$ cat src/rtl/nbit_sort_ctrl.sv
// Eight-entry signed bubble sorter: load entries while idle, start sorts ascending in place.
// One compare per cycle; a sort finishes early after a pass with no swaps, or after at most 7 passes.
module nbit_sort_ctrl #(
  parameter int n = 8
) (
  input  logic         clk,
  input  logic         reset,
  input  logic         load,
  input  logic [n-1:0] load_data,
  input  logic         start,
  input  logic [2:0]   rd_idx,
  output logic [n-1:0] rd_data,
  output logic         busy,
  output logic         done,
  output logic [5:0]   swap_cnt
);

  localparam logic [1:0] IDLE = 2'd0;
  localparam logic [1:0] SORT = 2'd1;
  localparam logic [1:0] DONE = 2'd2;

  logic [1:0]          state;
  logic [n-1:0]        entry [0:7];
  logic [2:0]          wr_ptr;
  logic [2:0]          i;
  logic [2:0]          i_nxt;
  logic [2:0]          pass_cnt;
  logic                pass_swap;
  logic signed [n-1:0] a;
  logic signed [n-1:0] b;
  logic                lt;

  assign i_nxt = i + 3'd1;
  assign a     = entry[i_nxt];
  assign b     = entry[i];
  // Both operands are declared signed, so this is a true two's-complement compare.
  assign lt    = (a < b);

  assign rd_data = entry[rd_idx];
  assign busy    = (state == SORT);
  assign done    = (state == DONE);

  always_ff @(posedge clk) begin
    if (reset) begin
      state     <= IDLE;
      wr_ptr    <= 3'd0;
      swap_cnt  <= 6'd0;
      i         <= 3'd0;
      pass_cnt  <= 3'd0;
      pass_swap <= 1'b0;
      for (int k = 0; k < 8; k++) entry[k] <= '0;
    end else begin
      case (state)
        IDLE: begin
          if (load) begin
            entry[wr_ptr] <= load_data;
            wr_ptr        <= wr_ptr + 3'd1;
          end else if (start) begin
            swap_cnt  <= 6'd0;
            i         <= 3'd0;
            pass_cnt  <= 3'd0;
            pass_swap <= 1'b0;
            state     <= SORT;
          end
        end
        SORT: begin
          if (lt) begin
            entry[i]     <= a;
            entry[i_nxt] <= b;
            pass_swap    <= 1'b1;
            if (swap_cnt != 6'h3f) swap_cnt <= swap_cnt + 6'd1;
          end
          if (i == 3'd6) begin
            // The swap at i=6 counts toward this pass, so fold lt in.
            if (!(pass_swap || lt) || (pass_cnt == 3'd6)) begin
              state <= DONE;
            end else begin
              i         <= 3'd0;
              pass_cnt  <= pass_cnt + 3'd1;
              pass_swap <= 1'b0;
            end
          end else begin
            i <= i_nxt;
          end
        end
        DONE: state <= IDLE;
        default: state <= IDLE;
      endcase
    end
  end

endmodule

$ cat config.mk
export PLATFORM = sky130hd
export DESIGN_NAME = nbit_sort_ctrl
export DESIGN_NICKNAME = d
export VERILOG_FILES = /design/src/rtl/nbit_sort_ctrl.sv
export SDC_FILE = /design/constraint.sdc
export NUM_CORES = 1
export LEC_CHECK = 0
export CAP_MARGIN = 20
export CORE_MARGIN = 2
export CORE_UTILIZATION = 53
export CTS_BUF_LIST = sky130_fd_sc_hd__clkbuf_4
export CTS_CLUSTER_SIZE = 24
export DETAILED_ROUTE_END_ITERATION = 8
export PLACE_DENSITY = 0.72
export SETUP_SLACK_MARGIN = 0.05
export SYNTH_ARGS = -nofsm -noshare
export SYNTH_HDL_FRONTEND = slang
export SYNTH_SLANG_ARGS = --single-unit
$ cat constraint.sdc
create_clock -name clk -period 9.2 [get_ports clk]
set_clock_uncertainty 0.15 [all_clocks]
set_input_delay 1.84 -clock clk [delete_from_list [all_inputs] [get_ports clk]]
set_output_delay 1.84 -clock clk [all_outputs]
set_load 0.005 [all_outputs]
# After elaboration in Yosys (flattened, before gate mapping)
# Memories as Yosys holds them, arrays and structs flattened. A register that Yosys moved wholly into a read port is not among the register bits.
# Cells that the tools add are included.
# Widths: inputs -> output; s select.
# totals
register_bits	18
latch_bits	0
mem_bits_rw	64
romBits	0
output_inout_bits	16
word_cells	84
mem_count	1
# op_classes
n_addsub	4
mul	0
div_mod_pow	0
n_lt_le_gt_ge	1
eq_ne	13
n_shift	0
muxes	45
n_bitwise	0
n_reduce_logical	14
# memory_table
memory	words	width	rd	rd_ports_with_merged_regs	wr	line_no	text
entry	8	8	3	1	8	23	logic [n-1:0] entry [0:7];
# op_table
op	count
$mux 3	11
$mux 6	4
$mux 8	3
$reduce_or 8->1	3
$mux 1	18
$pmux 3 s2	2
$pmux 6 s2	1
$reduce_and 5->1	2
$add 3x1->3 const B	3
$lt 8x8->1	1
$mux 2	4
$ne 2x1->1 const B	4
$reduce_and 4->1	2
$add 6x1->6 const B	1
$eq 3x3->1 const B	2
$ne 2x2->1 const B	3
$ne 6x6->1 const B	1
$pmux 2 s2	1
$ne 3x3->1 const B	1
$reduce_and 3->1	1
$eq 2x1->1 const B	1
$eq 2x2->1 const B	1
$logic_not 2->1	1
$logic_or 1x1->1	2
other kinds (4)	4

# Depth between registers and ports, before layout
# Gate-level depths: netlist of the first run.
# An unclocked memory read counts as a cell.
# depth
depth_word	11
ltp_mapped	18
mapped_depth_nobuf	12

# Least setup slack after synthesis of the first run
# Ideal clock, no wire load.
# synth_timing
kind	input to output
start	input port rd_idx[1]
end	output port rd_data[0]
arrival_ns	3.546
required_time_ns	7.210
setup_slack_ns	3.664
path_stages	4
cell_sequence	clkbuf_1 buf_1 mux4_2 mux2_2
# synth_between
elab_chain_cells	1
# synth_lines
item	line_no	text
from (decl)	11	input logic [2:0] rd_idx,
$mem_v2 8x8	n/a	
to (decl)	12	output logic [n-1:0] rd_data,
# No other way between the ends.

==> metrics, run 1 <==
status=complete, no violations; Die ar.=11000 um^2; HPWL after detailed placement=9840 um; yosys warns=0; top cell type by total area after synthesis=edfxtp_1; pwr/cell area=154 nW/um^2; vias in the first global route=3979; P&R area growth vs syn=9.42%; Post-CTS Setup Inserts=0; first drt pass iteration count=8; most frequent cells in the layout=o22ai_1 (65), edfxtp_1 (64), mux4_2 (47), nand2_1 (32), clkdlybuf4s50_1 (30); die height=105 um; DR top layer=met4; FF-to-FF setup slack=3.02 ns; Synth cell types=53; worst slew pin tran=0.930 ns; vias=4122; syn avg cell area=12.7 um^2; DRT Wirelength=15000 um; routability cong.=0.882; area of the core=9820 um^2; Leak=1.92 nW; f_max=162 MHz; residual DRC count=0; net count after synthesis=452; deepest clock path buffer count=2; Worst Hold Class=flop to flop; Post-synth EDFFs=64; filler instances=805; DR iter-0 viols=477; arrival time at the worst endpoint=6.05 ns; placed cell areas=5730 um^2; cell area after layout=5900 um^2; antenna violations before repair=0; maximum fanout along the worst path=23; capturing point of the worst reg2reg path=entry[0][2]$_DFFE_PP_; Reg clk slew, reported paths=0.13 ns; asr flop ratio synth=0%; final hold slack=0.371 ns; met1 WL=5590 um; clock latency on the worst-skew pair=0.46 ns; post-synth top area share=35.6%; GR Util All Layers=28.3%; metal3 WL=1720 um; WHS Path Cells=2; Cells after Synth=424; min cycle time layout=6.18 ns; Final Max Tran Viols=0; Cell Count, Final, Fillers Out=576; commonest non-fill, non-tap cell in the layout=o22ai_1; Core Rows=36; total CTS buffers=9; Synth Flop Type=edfxtp_1; first-pass GRT wire length=22900 um; origin of the critical flop-to-flop path=i[0]$_SDFFE_PP0P_; Die Span X=105 um; nets@finish=466; CP Class=flop to flop; mapped cell area=5390 um^2; Post-CTS Resized=0; final hold vios=0; share of cells above drive strength 1=21.4%; aggregate negative setup slack=0 ns; count of input and output buffers=30; Critical Path Sink Type=flop; # IOs=31; CTS tree=done; wire length per cell=26.1 um; hold path endpoint=pass_cnt[2]$_SDFFE_PP0P_; # Max-Cap Violations=0; root buffer cell=clkbuf_4; CTS H-tree depth=3; FF-to-FF path depth=14; flops & latches, synth=85; Hold Startpoint=pass_cnt[2]$_SDFFE_PP0P_; CTS Hold Bufs=0; worst IR drop on VDD=0.0763 mV; Worst Setup Start Kind=flop; Final setup viols=0; Inst Count DP=558; Initial Util=54.9%; met2 wire len=7310 um; RSZ-0062 raised after global routing=no; Vias/cell=7.16; largest net degree at the start of global routing=24; grt total ovfl=0; Crit path required time=9.08 ns; clk sinks=85; top area cells in the synthesized netlist=edfxtp_1 (36%), mux4_2 (20%), dfxtp_1 (7.8%), o22ai_1 (7.5%), ha_1 (3.0%); antenna viol nets, final=0; Inserted Diodes=0; Worst slew margin=37.9%; share of the yosys chip area belonging to registers=43.4%; fin crit share=67.2%
[cells by family (layout without fill, tap and decap cells)]
| family | count (synthesis) | count (layout) | share of synthesized area, % |
|---|---|---|---|
| simple gates | 101 | 101 | 10.4 |
| compound gates | 99 | 99 | 12.4 |
| flops | 85 | 85 | 43.4 |
| mux | 77 | 77 | 25.9 |
| buf+inv | 41 | 60 | 3.41 |
| fa+ha+maj | 13 | 13 | 3.02 |
| xor+xnor | 8 | 8 | 1.44 |
[area by class of cell]
cell class / count / area, um^2 / area share, %
clock buffer: 12 / 90.1 / 1.53
clock inverter: 4 / 48.8 / 0.827
inverter: 9 / 33.8 / 0.573
multi-input combinational: 298 / 2870 / 48.6
sequential: 85 / 2340 / 39.7
tap: 133 / 166 / 2.82
timing repair buffer: 35 / 353 / 5.98
[report_power, final]
part	switching, mW	leakage [nW]	internal (mW)
sequential	0.0227	0.834	0.436
clock	0.127	0.0813	0.0919
combinational	0.128	1.01	0.102
total	0.279	1.92	0.629
[synth_stat cells, types with 5 or more instances]
library cell	n
o22ai_1	65
edfxtp_1	64
mux4_2	47
nand2_1	32
dfxtp_1	21
clkbuf_1	19
nand3_1	19
nor2_1	14
ha_1	13
mux2_2	12
mux2i_1	12
buf_1	8
inv_1	8
a21oi_1	7
o21ai_0	6
xor2_1	6
mux2i_2	5
nor3_1	5
[state kept, by name, summed over array words and instances (netlist names), named ones only]
| name | count |
|---|---|
| entry | 64 |
| swap_cnt | 6 |
| i | 3 |
| pass_cnt | 3 |
| wr_ptr | 3 |
| state | 2 |
| pass_swap | 1 |
[per-layer routing]
metal  up-vias  global-route usage (%)
met2       262                    44.8
met5         -                       0
met1      2051                    38.0
met4         0                    9.71
li1       1775                       -
met3        34                    7.36
[worst max-delay path: stages, from the launching register on]
cell and delay [ns]:
dfxtp_1 0.34, buf_4 0.37, inv_1 0.41, ha_1 0.95
clkinv_1 0.53, nand2_1 0.17, nand2_1 0.10, ha_1 0.31
nand4_1 0.11, a211oi_1 0.38, o32ai_4 0.23, and2_1 0.21
buf_4 0.23, a31oi_2 0.61, nand3_1 0.63
[through the flow]
stage / setup WS, ns / total power, mW / util [%]
6_report: 3.02 / 0.908 / 60.1
5_1_grt: 2.76 / 0.943 / 60.1
4_1_cts: 2.78 / 0.903 / 59.8
3_5_place_dp: 2.78 / 0.689 / 58.4
3_3_place_gp: 2.81 / 0.684 / 58.4
2_1_floorplan: 3.66 / 0.623 / -
[worst max path at each step]
stage                      start                     to  slack (ns)  cells after the start
6_report       i[0]$_SDFFE_PP0P_  entry[0][2]$_DFFE_PP_        3.02                     14
5_1_grt        i[0]$_SDFFE_PP0P_  entry[0][3]$_DFFE_PP_        2.76                     14
4_1_cts                rd_idx[1]             rd_data[7]        2.78                      4
3_5_place_dp           rd_idx[1]             rd_data[1]        2.78                      4
3_3_place_gp           rd_idx[1]             rd_data[4]        2.81                      4
2_1_floorplan          rd_idx[1]             rd_data[0]        3.66                      4
Power figures use the tool's default switching activity.
==> run 2, diff against run 1 <==
PLACE_DENSITY = 0.75   (was 0.72)
clock period = 5.43 ns   (was 9.2 ns; I/O delays follow)
==> run 2 against run 1 <==
Against the previous run: sequential cell count did not move; total power increased by 72%; sequential power grew 69%; worst setup slack worse by 2.6 ns; via count increased by 3.0%; sequential share of layout area is 0.65 points lower; global-route usage increased by 1.1 points; clock power up 63%; clock-buffer cell count shrank 3; first-iteration DRC count rose by 22%; cell area up 1.7%; critical path type unchanged; critical endpoint is now entry[0][6]$_DFFE_PP_.
==> metrics, run 2 (synthesized netlist as in run 1, its figures left out) <==
WHS Path Cells=1 (was 2); origin of the critical flop-to-flop path=i[0]$_SDFFE_PP0P_ (unchanged); hold path endpoint=pass_swap$_SDFFE_PP0P_ (was pass_cnt[2]$_SDFFE_PP0P_); cell area after layout=6000 um^2 (was 5900 um^2); largest net degree at the start of global routing=17 (was 24); Crit path required time=5.39 ns (was 9.08 ns); Critical Path Sink Type=flop (unchanged); Initial Util=54.9% (unchanged); first-pass GRT wire length=23900 um (was 22900 um); slowest CP cell=or3_1 (was ha_1); final hold slack=0.359 ns (was 0.371 ns); CP Class=flop to flop (unchanged); capturing point of the worst reg2reg path=entry[0][6]$_DFFE_PP_ (was entry[0][2]$_DFFE_PP_); arrival time at the worst endpoint=5.00 ns (was 6.05 ns); DR iter-0 viols=580 (was 477); Reg clk slew, reported paths=0.15 ns (was 0.13 ns); RSZ-0062 raised after global routing=no (unchanged); residual DRC count=0 (unchanged); max reg flops=64 (unchanged); M3 GR Usage=9.42% (was 7.36%); aggregate negative setup slack=0 ns (unchanged); most frequent cells in the layout=o22ai_1 (65), edfxtp_1 (64), mux4_2 (47), nand2_1 (32), clkdlybuf4s50_1 (30) (unchanged); placed cell areas=5870 um^2 (was 5730 um^2); DRT Wirelength=15700 um (was 15000 um); Leak=1.98 nW (was 1.92 nW); # Max-Cap Violations=0 (unchanged); clk sinks=85 (unchanged); share of cells above drive strength 1=24.3% (was 21.4%); CTS H-tree depth=3 (unchanged); Cell Count, Final, Fillers Out=593 (was 576); area of the core=9820 um^2 (unchanged); Regs by FF count=entry (64), swap_cnt (6) (unchanged); clock latency on the worst-skew pair=0.48 ns (was 0.46 ns); deepest clock path buffer count=2 (unchanged); grt peak-use layer=met2 (unchanged); root buffer cell=clkbuf_4 (unchanged); status=complete, no violations (unchanged); HPWL after detailed placement=10700 um (was 9840 um); Worst Hold Class=flop to flop (unchanged); Post-CTS Resized=0 (unchanged); nets@finish=483 (was 466); vias=4246 (was 4122); Inst Count DP=577 (was 558); wire length per cell=26.4 um (was 26.1 um); Hold Startpoint=pass_swap$_SDFFE_PP0P_ (was pass_cnt[2]$_SDFFE_PP0P_); Vias/cell=7.16 (about the same); Post-Route Utilization=61.1% (was 60.1%); FF-to-FF setup slack=0.39 ns (was 3.02 ns); CTS tree=done (unchanged); Die Span X=105 um (unchanged); first drt pass iteration count=6 (was 8); Inserted Diodes=0 (unchanged); pwr/cell area=261 nW/um^2 (was 154 nW/um^2); Crit path top cell by count=buf_4; Core Rows=36 (unchanged); slowest stage delay, CP=0.65 ns (was 0.95 ns); met1 usage=40.7% (was 38.0%); worst path cell trace=buf_4, ha_1, xor2_1, buf_4, mux4_2, nand2_1, nand2_1, ha_1, a211oi_1, o221ai_1, o32ai_4, buf_4, nand3_1, or3_1, nand3_1 (was buf_4, inv_1, ha_1, clkinv_1, nand2_1, nand2_1, ha_1, nand4_1, a211oi_1, o32ai_4, and2_1, buf_4, a31oi_2, nand3_1); FF-to-FF path depth=15 (was 14); f_max=198 MHz (was 162 MHz); grt total ovfl=0 (unchanged); CP Buf/Inv Count=3 (was 4); routability cong.=0.924 (was 0.882); maximum fanout along the worst path=14 (was 23); Die ar.=11000 um^2 (unchanged); Worst Setup Start Kind=flop (unchanged); met2 Use GR=42.8% (was 44.8%); worst slew pin tran=0.790 ns (was 0.930 ns); vias in the first global route=4150 (was 3979); final hold vios=0 (unchanged); count of input and output buffers=30 (unchanged); total CTS buffers=9 (unchanged); Top reg by flops=entry (unchanged); worst IR drop on VDD=0.134 mV (was 0.0763 mV); fin crit share=92.8% (was 67.2%); antenna viol nets, final=0 (unchanged); CTS Hold Bufs=0 (unchanged); Final Max Tran Viols=0 (unchanged); commonest non-fill, non-tap cell in the layout=o22ai_1 (unchanged); Worst slew margin=45.8% (was 37.9%); # IOs=31 (unchanged); die height=105 um (unchanged); min cycle time layout=5.04 ns (was 6.18 ns); Final setup viols=0 (unchanged); antenna violations before repair=0 (unchanged); P&R area growth vs syn=11.3% (was 9.42%); Post-CTS Setup Inserts=0 (unchanged); GR Util All Layers=29.4% (was 28.3%); CP top delay family=simple AND/OR/NAND/NOR gates (was buffers and inverters)
-- run 2: cell count changes in the layout (fill, tap and decap cells not counted), sizes merged --
cell / before / now
buf: 5 / 22
clkinvlp: 0 / 3
clkinv: 4 / 2
clkbuf: 12 / 9
bufinv: 1 / 0
inv: 8 / 11
-- run 2: worst max-delay path by stage --
stage	start	to	cells past startpoint
2_1_floorplan	i[0]$_SDFFE_PP0P_	entry[0][0]$_DFFE_PP_	18
3_3_place_gp	flop	entry[0][3]$_DFFE_PP_	12
3_5_place_dp	i[0]$_SDFFE_PP0P_	entry[0][3]$_DFFE_PP_	15
4_1_cts	i[0]$_SDFFE_PP0P_	entry[0][6]$_DFFE_PP_	15
5_1_grt	i[0]$_SDFFE_PP0P_	entry[0][6]$_DFFE_PP_	15
6_report	i[0]$_SDFFE_PP0P_	entry[0][6]$_DFFE_PP_	15
-- run 2: worst register-to-register path, delay by kind of cell (launching register included) --
family / cells / cell delay (ns)
xor gates and xnor gates: 1 / 0.16
muxes: 1 / 0.34
and+or+nand+nor: 5 / 1.64
AOI/OAI and AO/OA: 3 / 0.76
DFF: 1 / 0.38
buffers and inverters: 3 / 0.70
adders and majority gates: 2 / 0.55
-- run 2: stage by stage --
stage          setup WS (ns)  total power [mW]
3_3_place_gp           0.638              1.20
3_5_place_dp           0.482              1.21
2_1_floorplan          0.432              1.05
5_1_grt                0.196              1.62
4_1_cts                0.444              1.55
6_report               0.389              1.56
-- run 2: area by class of cell --
type	count	area, um^2
Multi-Input combinational cell	298	2870
Fill cell	819	3820
Inverter	9	33.8
Sequential cell	85	2340
Timing Repair Buffer	52	465
Clock inverter	7	57.6
Clock buffer	9	67.6
Tap cell	133	166
-- run 2: report_power, final --
group	switching (mW)	leakage (nW)	internal [mW]
clock network	0.257	0.0610	0.0998
logic	0.239	1.08	0.193
registers	0.0371	0.834	0.738
total	0.533	1.98	1.03
-- run 2: metal layers --
metal | up-vias | share of wire [%]
met4 | 0 | 3.6
met5 | - | 0
li1 | 1802 | -
met3 | 52 | 14
met1 | 2057 | 37
met2 | 335 | 45
==> run 3, diff against run 2 <==
SETUP_SLACK_MARGIN = 0.3   (was 0.05)
==> run 3 against run 2 <==
Against the previous run: cell area is 0.25% higher; critical path depth stayed put; non-clock buffer count stayed put; clock power hardly changed; die area stayed put; clock-buffer cell count stayed put; sequential cell count stayed put; sequential share of layout area is 0.097 points lower; wire length is 0.20% higher.
==> metrics, run 3 (synthesized netlist as in run 1, its figures left out) <==
status=complete, no violations (unchanged); fin crit share=91.0% (was 92.8%); Post-CTS Setup Inserts=0 (unchanged); P&R area growth vs syn=11.5% (was 11.3%); min cycle time layout=4.94 ns (was 5.04 ns); arrival time at the worst endpoint=4.90 ns (was 5.00 ns); worst IR drop on VDD=0.137 mV (was 0.134 mV); total CTS buffers=9 (unchanged); wire length per cell=26.5 um (was 26.4 um); # Max-Cap Violations=0 (unchanged); worst setup margin=0.487 ns (was 0.389 ns); Worst Hold Class=flop to flop (unchanged); FF-to-FF path depth=15 (unchanged); # IOs=31 (unchanged); first-pass GRT wire length=23900 um (unchanged); Worst Setup Start Kind=flop (unchanged); die height=105 um (unchanged); residual DRC count=0 (unchanged); Vias/cell=7.26 (was 7.16); Inserted Diodes=0 (unchanged); origin of the critical flop-to-flop path=i[0]$_SDFFE_PP0P_ (unchanged); f_max=202 MHz (was 198 MHz); max reg flops=64 (unchanged); Leak=1.99 nW (was 1.98 nW); Initial Util=54.9% (unchanged); clk sinks=85 (unchanged); HPWL after detailed placement=10700 um (unchanged); Worst slew margin=47.7% (was 45.8%); Critical Path Sink Type=flop (unchanged); worst slew pin tran=0.763 ns (was 0.790 ns); final hold vios=0 (unchanged); total power=1.57 mW (was 1.56 mW); Top reg by flops=entry (unchanged); largest net degree at the start of global routing=17 (unchanged); nets@finish=483 (unchanged); antenna violations before repair=0 (unchanged); clock latency on the worst-skew pair=0.48 ns (about the same); vias in the first global route=4150 (unchanged); DRT Wirelength=15700 um (about the same); commonest non-fill, non-tap cell in the layout=o22ai_1 (unchanged); Final setup viols=0 (unchanged); count of input and output buffers=30 (unchanged); CP Class=flop to flop (unchanged); routability cong.=0.924 (unchanged); DP Worst Slack=0.482 ns (unchanged); FF-to-FF setup slack=0.49 ns (was 0.39 ns); deepest clock path buffer count=2 (unchanged); most frequent cells in the layout=o22ai_1 (65), edfxtp_1 (64), mux4_2 (47), nand2_1 (32), clkdlybuf4s50_1 (30) (unchanged); capturing point of the worst reg2reg path=entry[1][6]$_DFFE_PP_ (was entry[0][6]$_DFFE_PP_); aggregate negative setup slack=0 ns (unchanged); share of cells above drive strength 1=25.0% (was 24.3%); vias=4308 (was 4246); CTS tree=done (unchanged); filler instances=817 (was 819); Reg clk slew, reported paths=0.14 ns (was 0.15 ns); GR Util All Layers=29.4% (unchanged); CP startpoint=i[0]$_SDFFE_PP0P_ (unchanged); DR iter-0 viols=698 (was 580); Cell Count, Final, Fillers Out=593 (unchanged); Die ar.=11000 um^2 (unchanged); area of the core=9820 um^2 (unchanged); maximum fanout along the worst path=14 (unchanged); Regs by FF count=entry (64), swap_cnt (6) (unchanged); pwr/cell area=261 nW/um^2 (about the same); grt total ovfl=0 (unchanged); antenna viol nets, final=0 (unchanged); Crit path required time=5.39 ns (about the same); Inst Count DP=577 (unchanged); end point of the critical path=entry[1][6]$_DFFE_PP_ (was entry[0][6]$_DFFE_PP_); RSZ-0062 raised after global routing=no (unchanged); Final Max Tran Viols=0 (unchanged); first drt pass iteration count=6 (unchanged); Die Span X=105 um (unchanged); root buffer cell=clkbuf_4 (unchanged); Core Rows=36 (unchanged); CTS H-tree depth=3 (unchanged)
## run 3: cell counts in the layout (fill, tap and decap cells not counted)
Identical to the previous run, type by type.
## run 3: per-layer routing
layer	track usage, %	vias up	wire length, um
met4	12.4	0	567
met5	0	-	0
met2	42.8	364	7140
li1	-	1807	-
met1	40.7	2084	5650
met3	9.42	53	2340
## run 3: worst min path at each step
stage	from	end	slack (ns)	depth (start not counted)
floorplan	pass_swap$_SDFFE_PP0P_	pass_swap$_SDFFE_PP0P_	0.31	1
detailed placement	pass_swap$_SDFFE_PP0P_	pass_swap$_SDFFE_PP0P_	0.33	1
CTS	pass_swap$_SDFFE_PP0P_	pass_swap$_SDFFE_PP0P_	0.36	1
global placement	pass_swap$_SDFFE_PP0P_	pass_swap$_SDFFE_PP0P_	0.33	1
global route	pass_swap$_SDFFE_PP0P_	pass_swap$_SDFFE_PP0P_	0.39	1
finish	pass_swap$_SDFFE_PP0P_	pass_swap$_SDFFE_PP0P_	0.36	1
## run 3: what timing repair did
item | in CTS | in global routing
setup endpoints to repair | 0 | 17
hold buffers | 0 | 0
resized for setup | 0 | 3
## run 3: where the power goes
| part | switching [mW] | total (mW) | leakage, nW | internal, mW |
|---|---|---|---|---|
| clock | 0.257 | 0.357 | 0.0610 | 0.0998 |
| sequential | 0.0368 | 0.775 | 0.834 | 0.738 |
| combinational | 0.242 | 0.435 | 1.09 | 0.194 |
| total | 0.536 | 1.57 | 1.99 | 1.03 |
## run 3: layout make-up
cell class	instances	area [um^2]	share of cell area [%]
inverters	9	33.8	0.562
well taps	133	166	2.77
flip-flops and latches	85	2340	38.9
multi-input cells	298	2880	47.9
clock inverters	7	57.6	0.957
repair buffers	52	465	7.74
clock buffers	9	67.6	1.12
## run 3: through the flow
step	hold WS (ns)	util, %	area, um^2
after floorplan	0.313	-	5390
after CTS	0.362	61.1	6000
final	0.361	61.3	6010
after global placement	0.326	59.8	5870
after global routing	0.392	61.3	6010
after detailed placement	0.328	59.8	5870
## run 3: worst max-delay path: stages (launching register included)
cell	delay, ns
dfxtp_1	0.38
buf_4	0.23
ha_1	0.31
xor2_1	0.16
buf_4	0.26
mux4_2	0.33
nand2_1	0.08
nand2_1	0.10
ha_1	0.24
a211oi_1	0.28
o221ai_1	0.21
o32ai_4	0.26
and2_1	0.28
buf_4	0.35
nand4_4	0.31
nand3_1	0.65
